File: src/rtl/apu_chunk_dma.sv
// apu_chunk_dma: upstream DDR3 reader for the APU sample path.
// Each queued 512-byte sample buffer is read as 64 consecutive 64-bit words
// into a small chunk FIFO. The FIFO head is offered to the chunk player as
// an 8-sample chunk. A base that is queued by the time the last word returns
// is chained with no idle cycle, so playback runs gap-free across buffers.
module apu_chunk_dma #(
   parameter int FIFO_DEPTH = 4,   // chunk FIFO entries, power of two, >= 2
   parameter int BUF_WORDS  = 64   // words per buffer, fixed by 512-byte alignment
) (
   input  logic        clock,
   input  logic        reset,
   input  logic [22:0] base,
   input  logic        base_valid,
   output logic        base_ack,
   input  logic        flush,
   input  logic [63:0] mem_data,
   input  logic        mem_ack,
   output logic [28:0] mem_addr,
   output logic        mem_read_en,
   output logic [63:0] chunk,
   output logic        chunk_valid,
   input  logic        chunk_ack,
   output logic        busy
);

   localparam int         PTR_W    = $clog2(FIFO_DEPTH);
   localparam int         CNT_W    = PTR_W + 1;
   localparam logic [5:0] LAST_IDX = 6'(BUF_WORDS - 1);

   // IDLE : no buffer in progress
   // READ : read request outstanding (mem_read_en=1)
   // STALL: buffer in progress, waiting for a free FIFO slot
   // DRAIN: flushed while a read was outstanding; its data is discarded
   typedef enum logic [1:0] {IDLE, READ, STALL, DRAIN} state_t;

   state_t           state;
   logic [22:0]      cur_base;
   logic [5:0]       word_idx;

   logic [63:0]      fifo_mem [FIFO_DEPTH];
   logic [PTR_W-1:0] rd_ptr;
   logic [PTR_W-1:0] wr_ptr;
   logic [CNT_W-1:0] fifo_count;
   logic [CNT_W-1:0] count_next;

   logic             push;
   logic             pop;
   logic             last_word;
   logic             take_idle;
   logic             take_chain;
   logic             room;

   // A returned word is kept unless the same cycle flushes the buffer.
   assign push       = (state == READ) && mem_ack && !flush;
   assign pop        = chunk_ack && chunk_valid;
   assign last_word  = (word_idx == LAST_IDX);

   // A base is taken either from IDLE or, for chaining, on the last word's return.
   assign take_idle  = (state == IDLE) && base_valid && !flush;
   assign take_chain = push && last_word && base_valid;
   assign base_ack   = !reset && (take_idle || take_chain);

   // Occupancy after this cycle's push and pop; a new read is only issued
   // when this leaves a slot free, so the push on its mem_ack always fits.
   assign count_next = fifo_count + CNT_W'(push) - CNT_W'(pop);
   assign room       = (count_next < CNT_W'(FIFO_DEPTH));

   assign mem_addr    = {cur_base, word_idx};
   assign chunk_valid = (fifo_count != '0);
   // NOTE: the storage array has no reset; gating the head with chunk_valid gives
   // a clean zero on chunk after reset without resetting every entry.
   assign chunk       = chunk_valid ? fifo_mem[rd_ptr] : '0;

   // Buffer sequencing FSM; mem_read_en and busy are registered with the state.
   always_ff @(posedge clock) begin
      // NOTE: all state here is sequential, so every assignment is non-blocking;
      // blocking assignments would let later statements see next-cycle values.
      if (reset) begin
         state       <= IDLE;
         cur_base    <= '0;
         word_idx    <= '0;
         mem_read_en <= 1'b0;
         busy        <= 1'b0;
      end else begin
         case (state)
            IDLE: begin
               if (flush) begin
                  word_idx <= '0;
               end else if (take_idle) begin
                  cur_base    <= base;
                  word_idx    <= '0;
                  state       <= room ? READ : STALL;
                  mem_read_en <= room;
                  busy        <= 1'b1;
               end
            end

            READ: begin
               if (flush) begin
                  word_idx <= '0;
                  if (mem_ack) begin
                     state       <= IDLE;
                     mem_read_en <= 1'b0;
                     busy        <= 1'b0;
                  end else begin
                     // The read stays on the bus until DDR3 answers it.
                     state <= DRAIN;
                  end
               end else if (mem_ack) begin
                  if (!last_word) begin
                     word_idx    <= word_idx + 6'd1;
                     state       <= room ? READ : STALL;
                     mem_read_en <= room;
                  end else if (base_valid) begin
                     cur_base    <= base;
                     word_idx    <= '0;
                     state       <= room ? READ : STALL;
                     mem_read_en <= room;
                  end else begin
                     state       <= IDLE;
                     mem_read_en <= 1'b0;
                     busy        <= 1'b0;
                  end
               end
            end

            STALL: begin
               if (flush) begin
                  word_idx <= '0;
                  state    <= IDLE;
                  busy     <= 1'b0;
               end else if (room) begin
                  state       <= READ;
                  mem_read_en <= 1'b1;
               end
            end

            DRAIN: begin
               if (mem_ack) begin
                  state       <= IDLE;
                  mem_read_en <= 1'b0;
                  busy        <= 1'b0;
               end
            end

            default: begin
               state       <= IDLE;
               mem_read_en <= 1'b0;
               busy        <= 1'b0;
            end
         endcase
      end
   end

   // FIFO pointers and occupancy; flush empties the FIFO in one cycle.
   always_ff @(posedge clock) begin
      if (reset || flush) begin
         rd_ptr     <= '0;
         wr_ptr     <= '0;
         fifo_count <= '0;
      end else begin
         if (push) wr_ptr <= wr_ptr + PTR_W'(1);
         if (pop)  rd_ptr <= rd_ptr + PTR_W'(1);
         fifo_count <= count_next;
      end
   end

   // FIFO storage write.
   always_ff @(posedge clock) begin
      if (push) fifo_mem[wr_ptr] <= mem_data;
   end

endmodule

File: config.mk
export PLATFORM = sky130hd
export DESIGN_NAME = apu_chunk_dma
export DESIGN_NICKNAME = d
export VERILOG_FILES = /design/src/rtl/apu_chunk_dma.sv
export SDC_FILE = /design/constraint.sdc
export NUM_CORES = 1
export LEC_CHECK = 0
export CAP_MARGIN = 30
export CORE_ASPECT_RATIO = 0.5
export CORE_MARGIN = 2
export CORE_UTILIZATION = 43
export DETAILED_ROUTE_END_ITERATION = 10
export GPL_TIMING_DRIVEN = 1
export PLACE_DENSITY_LB_ADDON = 0.1
export RECOVER_POWER = 100
export SLEW_MARGIN = 20
export SYNTH_ARGS = -nofsm -noshare
export SYNTH_HDL_FRONTEND = slang
export SYNTH_SLANG_ARGS = --single-unit
File: constraint.sdc
create_clock -name clock -period 6.6 [get_ports clock]
set_input_delay 1.32 -clock clock [delete_from_list [all_inputs] [get_ports clock]]
set_output_delay 1.32 -clock clock [all_outputs]
set_load 0.03 [all_outputs]
### Yosys cells after proc, flatten, opt, wreduce, memory -nomap -nowiden

Memories as Yosys holds them, arrays and structs flattened. A register that Yosys moved wholly into a read port is not among the register bits.
Cells that the tools add are included.

* bits in writable memories: 256
* register bits after elaboration: 40
* memories kept: 1
* output and inout port bits: 97

Memory list
* fifo_mem: words 4, width 64, read ports 1, clocked after memory_dff 1, wr ports 1, line 40 `logic [63:0] fifo_mem [FIFO_DEPTH];`

* $add $sub $neg: 5
* $lt $le $gt $ge: 1
* mux-type cells: 51
* equal/unequal tests: 20
* reductions and logical operators: 21

Operator list (count)
* 23-bit two-way mux: 6
* 64-bit two-way mux: 1
* 23-bit one-hot mux with 2 select lines: 1
* 6-bit two-way mux: 7
* 2-bit two-way mux: 13
* 2-bit != test, second input constant: 10
* 1-bit two-way mux: 19
* 6-bit one-hot mux with 3 select lines: 1
* 3-bit != test, second input constant: 5
* 5-bit AND reduction: 3
* 1-bit logical AND: 8
* 1-bit one-hot mux with 4 select lines: 2
* 2-bit one-hot mux with 4 select lines: 1
* 7-bit AND reduction: 1
* 6-bit by 1-bit adder with 6-bit output, second input constant: 1
* 6-bit == test, second input constant: 1
* 6-bit AND reduction: 1
* 3-bit nonzero test: 2
* 2-bit by 1-bit adder with 2-bit output, second input constant: 2
* 2-bit == test, second input constant: 2
* 4-bit != test, second input constant: 1
* 3-bit by 1-bit adder with 3-bit output: 1
* 3-bit < comparator, second input constant: 1
* 3-bit by 1-bit subtractor with 3-bit output: 1
* other kinds (5): 7

### Longest topological paths before layout

* depth after elaboration: 12
* gate-level depth with buffers: 13
* gate-level depth less buffers: 11

### Worst setup path after synthesis

Ideal clock, no wire load.

* kind: input-to-reg
* start: in flush
* end: reg state[0]
* cell stages on the path: 12
* setup time: 0.125 ns
* arrival time: 3.749 ns
* path slack: 2.726 ns
* required time: 6.475 ns
* cell sequence: and4bb_2 -> buf_2 -> inv_1 -> ha_1 -> inv_1 -> ha_1 -> fa_1 -> xnor3_1 -> a21oi_1 -> a21oi_1 -> nor2_1 -> o41a_1

* longest elaborated chain between the ends: 11

RTL lines
* from (decl): line 15 `input logic flush,`
* 1-bit zero test: line 54, 59
* 1-bit logical AND: line 54 `assign push = (state == READ) && mem_ack && !flush;`
* 3-bit by 1-bit adder with 3-bit output: line 65 `assign count_next = fifo_count + CNT_W'(push) - CNT_W'(pop);`
* 3-bit by 1-bit subtractor with 3-bit output: line 65
* 3-bit < comparator: line 66 `assign room = (count_next < CNT_W'(FIFO_DEPTH));`
* 2-bit two-way mux: line 92, 112, 117
* 2-bit two-way mux: line 114 `end else if (base_valid) begin`
* 2-bit two-way mux: line 110 `if (!last_word) begin`
* 2-bit two-way mux: line 109 `end else if (mem_ack) begin`
* 2-bit two-way mux: line 99 `if (flush) begin`
* 2-bit one-hot mux with 4 select lines: line 85 `case (state)`
* to (signal assigned): line 92 `state <= room ? READ : STALL;`
* to (signal assigned): line 112 `state <= room ? READ : STALL;`
* to (signal assigned): line 117 `state <= room ? READ : STALL;`
* to (decl): line 36 `state_t state;`

Parallel ways exist; a longest one is shown, timed or not. The select of a mux whose other input is x is not followed.
A chain may end at the register's enable or synchronous reset.

### Worst setup path after layout

* start: in flush
* end: mem fifo_mem[2][36] (enable)

* longest elaborated chain between the ends: 4

RTL lines
* 1-bit zero test: line 54
* 1-bit logical AND: line 54
* 1-bit two-way mux: line 170 `if (push) fifo_mem[wr_ptr] <= mem_data;`
* 1-bit two-way mux (not written as such): line 170
* to (decl): line 40

Every way passes these cells.

==> impl_metrics.toml <==
[sta]
setup_violations = 0
fin_crit_sh_pct = 81.6
hold_ws_ns = 0.489
rsz0062_at_grt = "false"
fin_setup_tns_ns = 0
min_period_ns = 5.38
finalMaxSlewViolations = 179
max_freq_mhz = 186
fin_skew_ns = 0.0136
slew_headroom_pct = -97.3
worst_pin_slew_ns = 2.96
hold_violations = 0

[cts]
htree_levels = 1
root_buffer = "clkbuf_16"
holdBufCountCts = 0
clk_latency_ns = 0.53
cts-buffers-inserted = 27
clk_pin_slew_ns = 0.06
post_cts_buffers = 0
cts.sinks = 298
cts_buffer_depth = 3
post_cts_resized = 0
cts_tree = "done"

[synthesis]
synthArstFlopShare_pct = 0
netlist_top_cells_area = "edfxtp_1, mux4_2, dfxtp_1"
synth_top_family_by_area = "multiplexers"
synth_cells = 622
synth-adder-area-share_pct = 0.930
ys.flop_type = "edfxtp_1"
synth.distinct_cells = 46
synth-xor-area-share_pct = 0.551
synth_simple_gate_area_share_pct = 6.71
syn-cell-area_sq_mm = 0.0116
ys_ff_latch = 298
syn-num-nets = 723
synthTopCellsByCount = "edfxtp_1, and2_1, mux4_2"
synth_edf_count = 256
yosysMostFrequentCell = "edfxtp_1"
postSynthAreaPerCell_sq_um = 18.6
synth_area_leader_cell = "edfxtp_1"
synth_mux_area_share_pct = 14.5
synth_top_cell_area_share_pct = 66.4
ys_seq_area_share_pct = 73.7
yosysWarnings = 0
synth-compound-area-share_pct = 2.02

[power]
finalPower_w = 0.00387
p_leak_nw = 5.13
power_density_mw_per_mm2 = 264
ir_drop_uv = 175

[floorplanning]
core-area_sq_mm = 0.0264
ios = 190
start_util_pct = 43.8
die_w_microns = 236
rows = 42
dieArea_sq_mm = 0.0283
dieHeight_microns = 120

[detailed_routing]
final_antenna_net_count = 0
vias = 6115
via_per_inst = 5.15
finalWirelength_mm = 23.1
firstDrtPassIters = 4
drc = 0
wl_per_cell_microns = 19.5
drt_iter0_markers = 293

[job]
drv_cap = 5

[grt]
grt_antenna_before_repair = 0
grt_usage_pct = 16.7
grt_max_degree = 67
grt_pass1_vias = 6570
grt_overflow = 0
grt_pass1_wl_mm = 36.5

[final_layout]
area_growth_pct = 26.9
layout.nets = 918
antennaDiodeCount = 0
final_layout_size_suffix_gt1_share_pct = 13.8

[critical_path]
crit_chain = "dlygate4sd3_1, and4bb_1, and2_0, buf_4"
cp_slowest_cell = "and2_0"
cp_max_fo = 35
path_class = "in2reg"
crit_path_end_kind = "register"
rrSetupSlack_ns = 2.14
r2r_end = "fifo_mem[2][36]$_DFFE_PP_"
crit_arrival_ns = 5.55
crit_required_ns = 6.76
cp-start-kind = "input pin"
reg2regPathDepth = 3
r2r-start = "state[0]$_SDFFE_PP0P_"
max_stage_delay_ns = 2.18

[place]
routabilityCongestion = 0.776
dp_hpwl_mm = 13.8
port_buffers = 189

[worst_hold_path]
hp-class = "reg2reg"
worstHoldPathCells = 2
min_from = "cur_base[7]$_SDFFE_PP0P_"
holdPathEnd = "cur_base[7]$_SDFFE_PP0P_"

[run_status]
violations = "max-capacitance violations, max-slew violations"
status = "finished, violations left"
## state kept, by name, summed over array words and instances, names as in the netlist, named ones only
name / flops
state: 2
cur_base: 23
fifo_mem: 256
word_idx: 6
rd_ptr: 2
busy: 1
fifo_count: 3
wr_ptr: 2
mem_read_en: 1
## critical path, delay by kind of cell
family	cells	cell delay [ns]
and+or+nand+nor	2	2.71
buffers and inverters	2	1.44
## layout by cell type (no fill, tap or decap), types with 9 or more instances in the layout
| cell | instances |
|---|---|
| edfxtp_1 | 256 |
| dlygate4sd3_1 | 157 |
| and2_1 | 65 |
| mux4_2 | 64 |
| nor2_1 | 43 |
| dfxtp_1 | 40 |
| clkdlybuf4s50_1 | 32 |
| clkbuf_16 | 27 |
| mux2i_1 | 24 |
| a21oi_1 | 13 |
| inv_1 | 9 |
## power breakdown
| group | internal [W] | total [W] | switching [W] |
|---|---|---|---|
| clock | 0.000816 | 0.00147 | 0.000655 |
| combinational | 0.000141 | 0.000308 | 0.000167 |
| sequential | 0.00207 | 0.00210 | 0.0000213 |
| total | 0.00303 | 0.00387 | 0.000844 |
## layout make-up
type | instances | area (sq um)
repair buffers | 199 | 1980
inverters | 11 | 41.3
flip-flops and latches | 298 | 8530
multi-input cells | 280 | 2870
well taps | 352 | 440
clock buffers | 36 | 729
fillers | 2113 | 11700
clock inverters | 12 | 90.1
## logic make-up (layout without fill, tap and decap cells)
logic type | after synthesis | after routing
muxes | 88 | 88
and+or+nand+nor | 144 | 144
xor gates and xnor gates | 4 | 4
adders and majority gates | 8 | 8
DFF | 298 | 298
buffers and inverters | 44 | 258
AOI/OAI and AO/OA | 36 | 36
## through the flow
stage	std cells	cell area, sq um	worst slack (ns)	utilization [%]
floorplan	622	11600	2.73	-
global placement	1139	13900	1.78	52.4
detailed placement	1140	13900	1.68	52.5
CTS	1188	14700	1.74	55.6
global route	1188	14700	0.844	55.6
finish	1188	14700	1.22	55.6
## routing by layer
metal  vias to the layer above  share of wire, %  wire (microns)  GRT usage, %
met1                      3138                44           10100          21.7
met4                         0               1.3             310          2.83
met5                         -                 0               0             0
met2                       135                51           11700          29.2
met3                        28               4.4            1010          3.96
li1                       2814                 -               -             -
## worst max path at each step
| stage | startpoint | end | cells past startpoint |
|---|---|---|---|
| 5_1_grt | flush | fifo_mem[2][11]$_DFFE_PP_ | 4 |
| 2_1_floorplan | flush | state[0]$_SDFFE_PP0P_ | 12 |
| 3_3_place_gp | flush | state[0]$_SDFFE_PP0P_ | 12 |
| 6_report | flush | fifo_mem[2][36]$_DFFE_PP_ | 4 |
| 3_5_place_dp | flush | state[0]$_SDFFE_PP0P_ | 12 |
| 4_1_cts | flush | base_ack | 6 |
Power figures use the tool's default switching activity.
==> patch 1 (same settings) <==
`FIFO_DEPTH`: 4 -> 2.
--- a/src/rtl/apu_chunk_dma.sv
+++ b/src/rtl/apu_chunk_dma.sv
@@ -5,5 +5,5 @@
 // is chained with no idle cycle, so playback runs gap-free across buffers.
 module apu_chunk_dma #(
-   parameter int FIFO_DEPTH = 4,   // chunk FIFO entries, power of two, >= 2
+   parameter int FIFO_DEPTH = 2,   // chunk FIFO entries, power of two, >= 2
    parameter int BUF_WORDS  = 64   // words per buffer, fixed by 512-byte alignment
 ) (
Behaviour: not the same (a bounded check fails within 4 cycles, from zero or initial values and one cycle with reset high).
==> patch 1 against the unedited design <==
The run still ends with max-capacitance violations, max-slew violations left; combinational power fell by 31%; design area fell by 37%; area after synthesis fell by 43%; non-clock buffer count fell by 4; total power fell by 40%; die area fell by 42%; sequential cell count fell by 132; worst setup slack improved by 0.41 ns; wire length fell by 42%.
==> patch 1: results (changes against the unedited design) <==
The flow ran to the end, but the final reports show violations. Violated checks: max-capacitance violations, max-slew violations (unchanged). The number of fill cells was 1241 (was 2113). Biggest regs: fifo_mem x128, cur_base x23, word_idx x6 (was fifo_mem x256, cur_base x23, word_idx x6). The logs give 191 (was 293) for the first-iteration detailed-routing DRC count and 1 (was 0) for the initial antenna violation count. The run gives 582 (was 723) as the net count after synthesis.

For the number of pins with negative max-slew slack in the final report, the log shows 183 (was 179). Aggregate routed wire length: 13.5 mm (was 23.1 mm). The maximum buffer depth of the clock tree was 2 (was 3); the final-stage net count was 767 (was 918).

The weighted congestion reported at the end of routability-driven placement was 0.820 (was 0.776). The run gives 4 (was 5) as the max-capacitance violation count. For the H-tree depth, the log shows 4 (was 1). The HPWL after detailed placement is 8.59 mm (was 13.8 mm). The critical-path maximum fanout is 37 (was 35), and the smallest hold slack is 0.456 ns (was 0.489 ns). Commonest cells post-synth: sky130_fd_sc_hd__edfxtp_1, sky130_fd_sc_hd__mux2i_1, sky130_fd_sc_hd__nor2_1 (was sky130_fd_sc_hd__edfxtp_1, sky130_fd_sc_hd__and2_1, sky130_fd_sc_hd__mux4_2). The total global routing track utilization was 0.167 (about the same). The run gives 4376 (was 6570) as the via count of the first global-routing pass. Biggest area contributors in the synthesized netlist: sky130_fd_sc_hd__edfxtp_1, sky130_fd_sc_hd__mux2i_1, sky130_fd_sc_hd__dfxtp_1, sky130_fd_sc_hd__nor2_1, sky130_fd_sc_hd__nand2_1 (was sky130_fd_sc_hd__edfxtp_1, sky130_fd_sc_hd__mux4_2, sky130_fd_sc_hd__dfxtp_1, sky130_fd_sc_hd__and2_1, sky130_fd_sc_hd__mux2i_1). Clock network latency to the later pin of the worst-skew pair: 0.42 ns (was 0.53 ns).

The tools report the worst path arrival time as 3.66 ns (was 5.55 ns). Worst setup skew after layout: 0.0120 ns (was 0.0136 ns). The tools report the pin count of the biggest net entering global routing as 66 (was 67).
-- patch 1: changes by cell type after synthesis, sizes merged, moves of 5 or more --
cell | unedited run | this run
nor2 | 43 | 77
mux4 | 64 | 0
clkbuf | 19 | 14
nand2 | 8 | 53
a21oi | 13 | 7
edfxtp | 256 | 128
mux2i | 24 | 87
and2 | 70 | 2
-- patch 1: kinds of logic (layout without fill, tap and decap cells) --
kind of cell | Yosys count | count (layout) | share of synthesized area
compound gates | 37 | 37 | 0.0406
xor+xnor | 3 | 3 | 0.00604
fa+ha+maj | 3 | 3 | 0.00566
buf+inv | 37 | 234 | 0.0258
flops | 166 | 166 | 0.694
mux | 87 | 87 | 0.131
simple gates | 153 | 153 | 0.0962
-- patch 1: through the flow --
step,power [mW],instance area (µm²),worst slack [ns],instances
2_1_floorplan,1.31,6630,1.61,486
3_3_place_gp,1.42,8720,1.87,856
3_5_place_dp,1.42,8720,1.86,856
4_1_cts,2.35,9270,1.85,887
5_1_grt,2.40,9250,1.37,887
6_report,2.31,9250,1.62,887
-- patch 1: metal layers --
metal,routed length [µm],track usage,vias up,share of wire
li1,-,-,2139,-
met1,5910,0.198,2057,0.44
met2,6560,0.289,130,0.49
met3,940,0.0584,8,0.070
met4,49,0.0508,2,0.0036
met5,13,0,-,0.00096
-- patch 1: report_power, final --
part | leakage [nW] | internal [mW] | switching (mW) | total (mW)
Combinational | 1.59 | 0.0995 | 0.114 | 0.214
Clock | 0.263 | 0.497 | 0.428 | 0.925
Sequential | 1.46 | 1.15 | 0.0168 | 1.17
-- patch 1: final cells by class --
cell class | count | area, µm² | area share
multi-input combinational | 283 | 1880 | 0.203
inverter | 8 | 30.0 | 0.00324
tap | 204 | 255 | 0.0276
sequential | 166 | 4600 | 0.498
timing repair buffer | 195 | 1930 | 0.208
clock buffer | 17 | 425 | 0.0460
clock inverter | 14 | 128 | 0.0138
-- patch 1: final timing paths --
kind,start,endpoint,cells after the start
max,flip-flop,chunk[45],4
min reg2reg,cur_base[20],cur_base[20],2
max reg2reg,state[0],fifo_mem[0][3],3
min,cur_base[20],cur_base[20],2
-- patch 1: critical path, delay by kind of cell, from the launching register on --
| kind | cells | cell delay [ns] |
|---|---|---|
| buffers and inverters | 2 | 1.48 |
| and+or+nand+nor | 1 | 0.15 |
| DFF | 1 | 1.41 |
| muxes | 1 | 0.15 |
==> patch 2 (same flow settings) <==
Made on the original files. Encoding of `state_t`: now one-hot (4 bits for 4 states).
--- a/src/rtl/apu_chunk_dma.sv
+++ b/src/rtl/apu_chunk_dma.sv
@@ -32,5 +32,5 @@
    // STALL: buffer in progress, waiting for a free FIFO slot
    // DRAIN: flushed while a read was outstanding; its data is discarded
-   typedef enum logic [1:0] {IDLE, READ, STALL, DRAIN} state_t;
+   typedef enum logic [3:0] {IDLE = 4'b0001, READ = 4'b0010, STALL = 4'b0100, DRAIN = 4'b1000} state_t;
 
    state_t           state;
Behaviour: same outputs for any inputs over 4 cycles, from zero or initial values and one cycle with reset high; so few cycles prove little.
==> patch 2 against the unedited design <==
The run still ends with max-capacitance violations, max-slew violations left; sequential cell count rose by 2; area after synthesis rose by 4.0%; die area rose by 3.9%; wire length is 5.6% higher; worst setup slack improved by 0.15 ns; total power increased by 1.2%; critical path type is now flip-flop to primary output; sequential share of layout area shrank 1.9 points; highest routed layer unchanged; design area increased by 3.9%; critical path depth is the same.
==> patch 2: results (changes against the unedited design) <==
The run finished, with violations left. Violated checks: max-capacitance violations, max-slew violations (unchanged). The logs give 29 (was 27) for the CTS buffer count and 62 (was 67) for the pin count of the biggest net entering global routing. The hold path startpoint was cur_base[5] (was cur_base[7]).

The internal reg-to-reg setup slack was 2.29 ns (was 2.14 ns). The internal power component was 3.13 mW (was 3.03 mW). The total global routing track utilization is 0.170 (was 0.167). The logs give 6429 (was 6115) for the total number of vias and 37.9 mm (was 36.5 mm) for the wire length of the first global-routing pass. The logs give 0.789 (was 0.776) for the weighted congestion reported at the end of routability-driven placement and 324 (was 293) for the first-iteration detailed-routing DRC count. Net count after synthesis: 777 (was 723). Biggest area contributors in the synthesized netlist: sky130_fd_sc_hd__edfxtp_1, sky130_fd_sc_hd__mux4_2, sky130_fd_sc_hd__dfxtp_1, sky130_fd_sc_hd__and2_1, sky130_fd_sc_hd__nand2b_1 (was sky130_fd_sc_hd__edfxtp_1, sky130_fd_sc_hd__mux4_2, sky130_fd_sc_hd__dfxtp_1, sky130_fd_sc_hd__and2_1, sky130_fd_sc_hd__mux2i_1). The tools report the worst-case vdd ir drop as 0.000198 V (was 0.000175 V). The aggregate routed wire length was 24.4 mm (was 23.1 mm); the worst path arrival time was 3.91 ns (was 5.55 ns). The worst-case hold path end point is cur_base[5] (was cur_base[7]).

Commonest cells post-synth: sky130_fd_sc_hd__edfxtp_1, sky130_fd_sc_hd__and2_1, sky130_fd_sc_hd__mux4_2 (unchanged). The routed wire length on met2 is 12.5 mm (was 11.7 mm). For the worst setup skew after layout, the log shows 0.0140 ns (was 0.0136 ns).

The tools report the beginning of the worst register-to-register path as state[1] (was state[0]). The run gives 6 (was 5) as the max-capacitance violation count. The end of the worst register-to-register path was fifo_mem[2][63] (was fifo_mem[2][36]). For the met3 wire length, the log shows 932 µm (was 1.01 mm).

The logs give 231 (was 179) for the number of pins with negative max-slew slack in the final report and 968 (was 918) for the final-stage net count. The share of the yosys chip area belonging to registers was 0.712 (was 0.737); the critical-path maximum fanout was 36 (was 35). The number of distinct library cell variants in the gate-level netlist after synthesis came out at 54 (was 46).
==> patch 2: cell types whose count changed after synthesis, moves of 4 or more <==
cell / before / now
sky130_fd_sc_hd__nand4_1: 0 / 5
sky130_fd_sc_hd__o22ai_1: 4 / 0
sky130_fd_sc_hd__a211oi_1: 0 / 4
sky130_fd_sc_hd__and3_1: 2 / 8
sky130_fd_sc_hd__nor2_1: 43 / 16
sky130_fd_sc_hd__clkbuf_1: 19 / 25
sky130_fd_sc_hd__o21ai_0: 6 / 13
sky130_fd_sc_hd__nand2b_1: 1 / 50
==> patch 2: layout make-up <==
type	instances	area, µm²	share of cell area
tap	382	478	0.0313
antenna	1	2.50	0.000164
clock buffer	38	810	0.0531
timing repair buffer	199	1960	0.129
inverter	10	37.5	0.00246
sequential	300	8570	0.562
multi-input combinational	327	3230	0.212
clock inverter	16	165	0.0108
==> patch 2: cell families after synthesis <==
family                   Yosys count  synth area share
AND/OR/NAND/NOR                  184            0.0924
adder cells (fa/ha/maj)            8           0.00894
XOR/XNOR                           4           0.00416
AO/OA/AOI/OAI                     44            0.0237
flip-flops                       300             0.712
buffers and inverters             49            0.0199
multiplexers                      87             0.139
==> patch 2: how the worst max path moves through the flow <==
stage / startpoint / end / slack [ns] / cells past startpoint
detailed placement: flush / mem_read_en / 1.45 / 12
finish: flip-flop / chunk[11] / 1.37 / 4
global placement: flush / mem_read_en / 1.58 / 12
global route: flush / fifo_mem[2][63] / 1.10 / 5
floorplan: flush / fifo_mem[0][0] / 2.75 / 4
CTS: flip-flop / chunk[11] / 2.01 / 4
==> patch 2: stage by stage <==
step	instances	hold WS (ns)	cell area [µm²]	setup slack (ns)
final	1273	0.468	15300	1.37
after detailed placement	1218	0.463	14300	1.45
after CTS	1272	0.475	15300	2.01
after global routing	1273	0.491	15300	1.10
after floorplan	676	0.469	12000	2.75
after global placement	1218	0.460	14300	1.58
==> patch 2: worst max-delay path, cell delays in order (launching register included) <==
cell and delay (ns):
sky130_fd_sc_hd__dfxtp_1 1.38, sky130_fd_sc_hd__buf_4 0.67, sky130_fd_sc_hd__mux4_2 0.39, sky130_fd_sc_hd__and2_1 0.20
sky130_fd_sc_hd__dlygate4sd3_1 0.69
==> patch 2: metal layers <==
layer / track usage / vias to the layer above
met1: 0.224 / 3278
met2: 0.296 / 110
met3: 0.0351 / 26
met5: 0 / -
li1: - / 3015
met4: 0.0311 / 0
==> patch 2: power by group through the flow <==
stage | sequential [mW] | clock [mW] | combinational, mW
after floorplan | 2.13 | 0 | 0.0533
after global placement | 2.11 | 0 | 0.167
after detailed placement | 2.11 | 0 | 0.171
after CTS | 2.07 | 1.74 | 0.171
after global routing | 2.07 | 1.81 | 0.172
final | 2.07 | 1.69 | 0.159
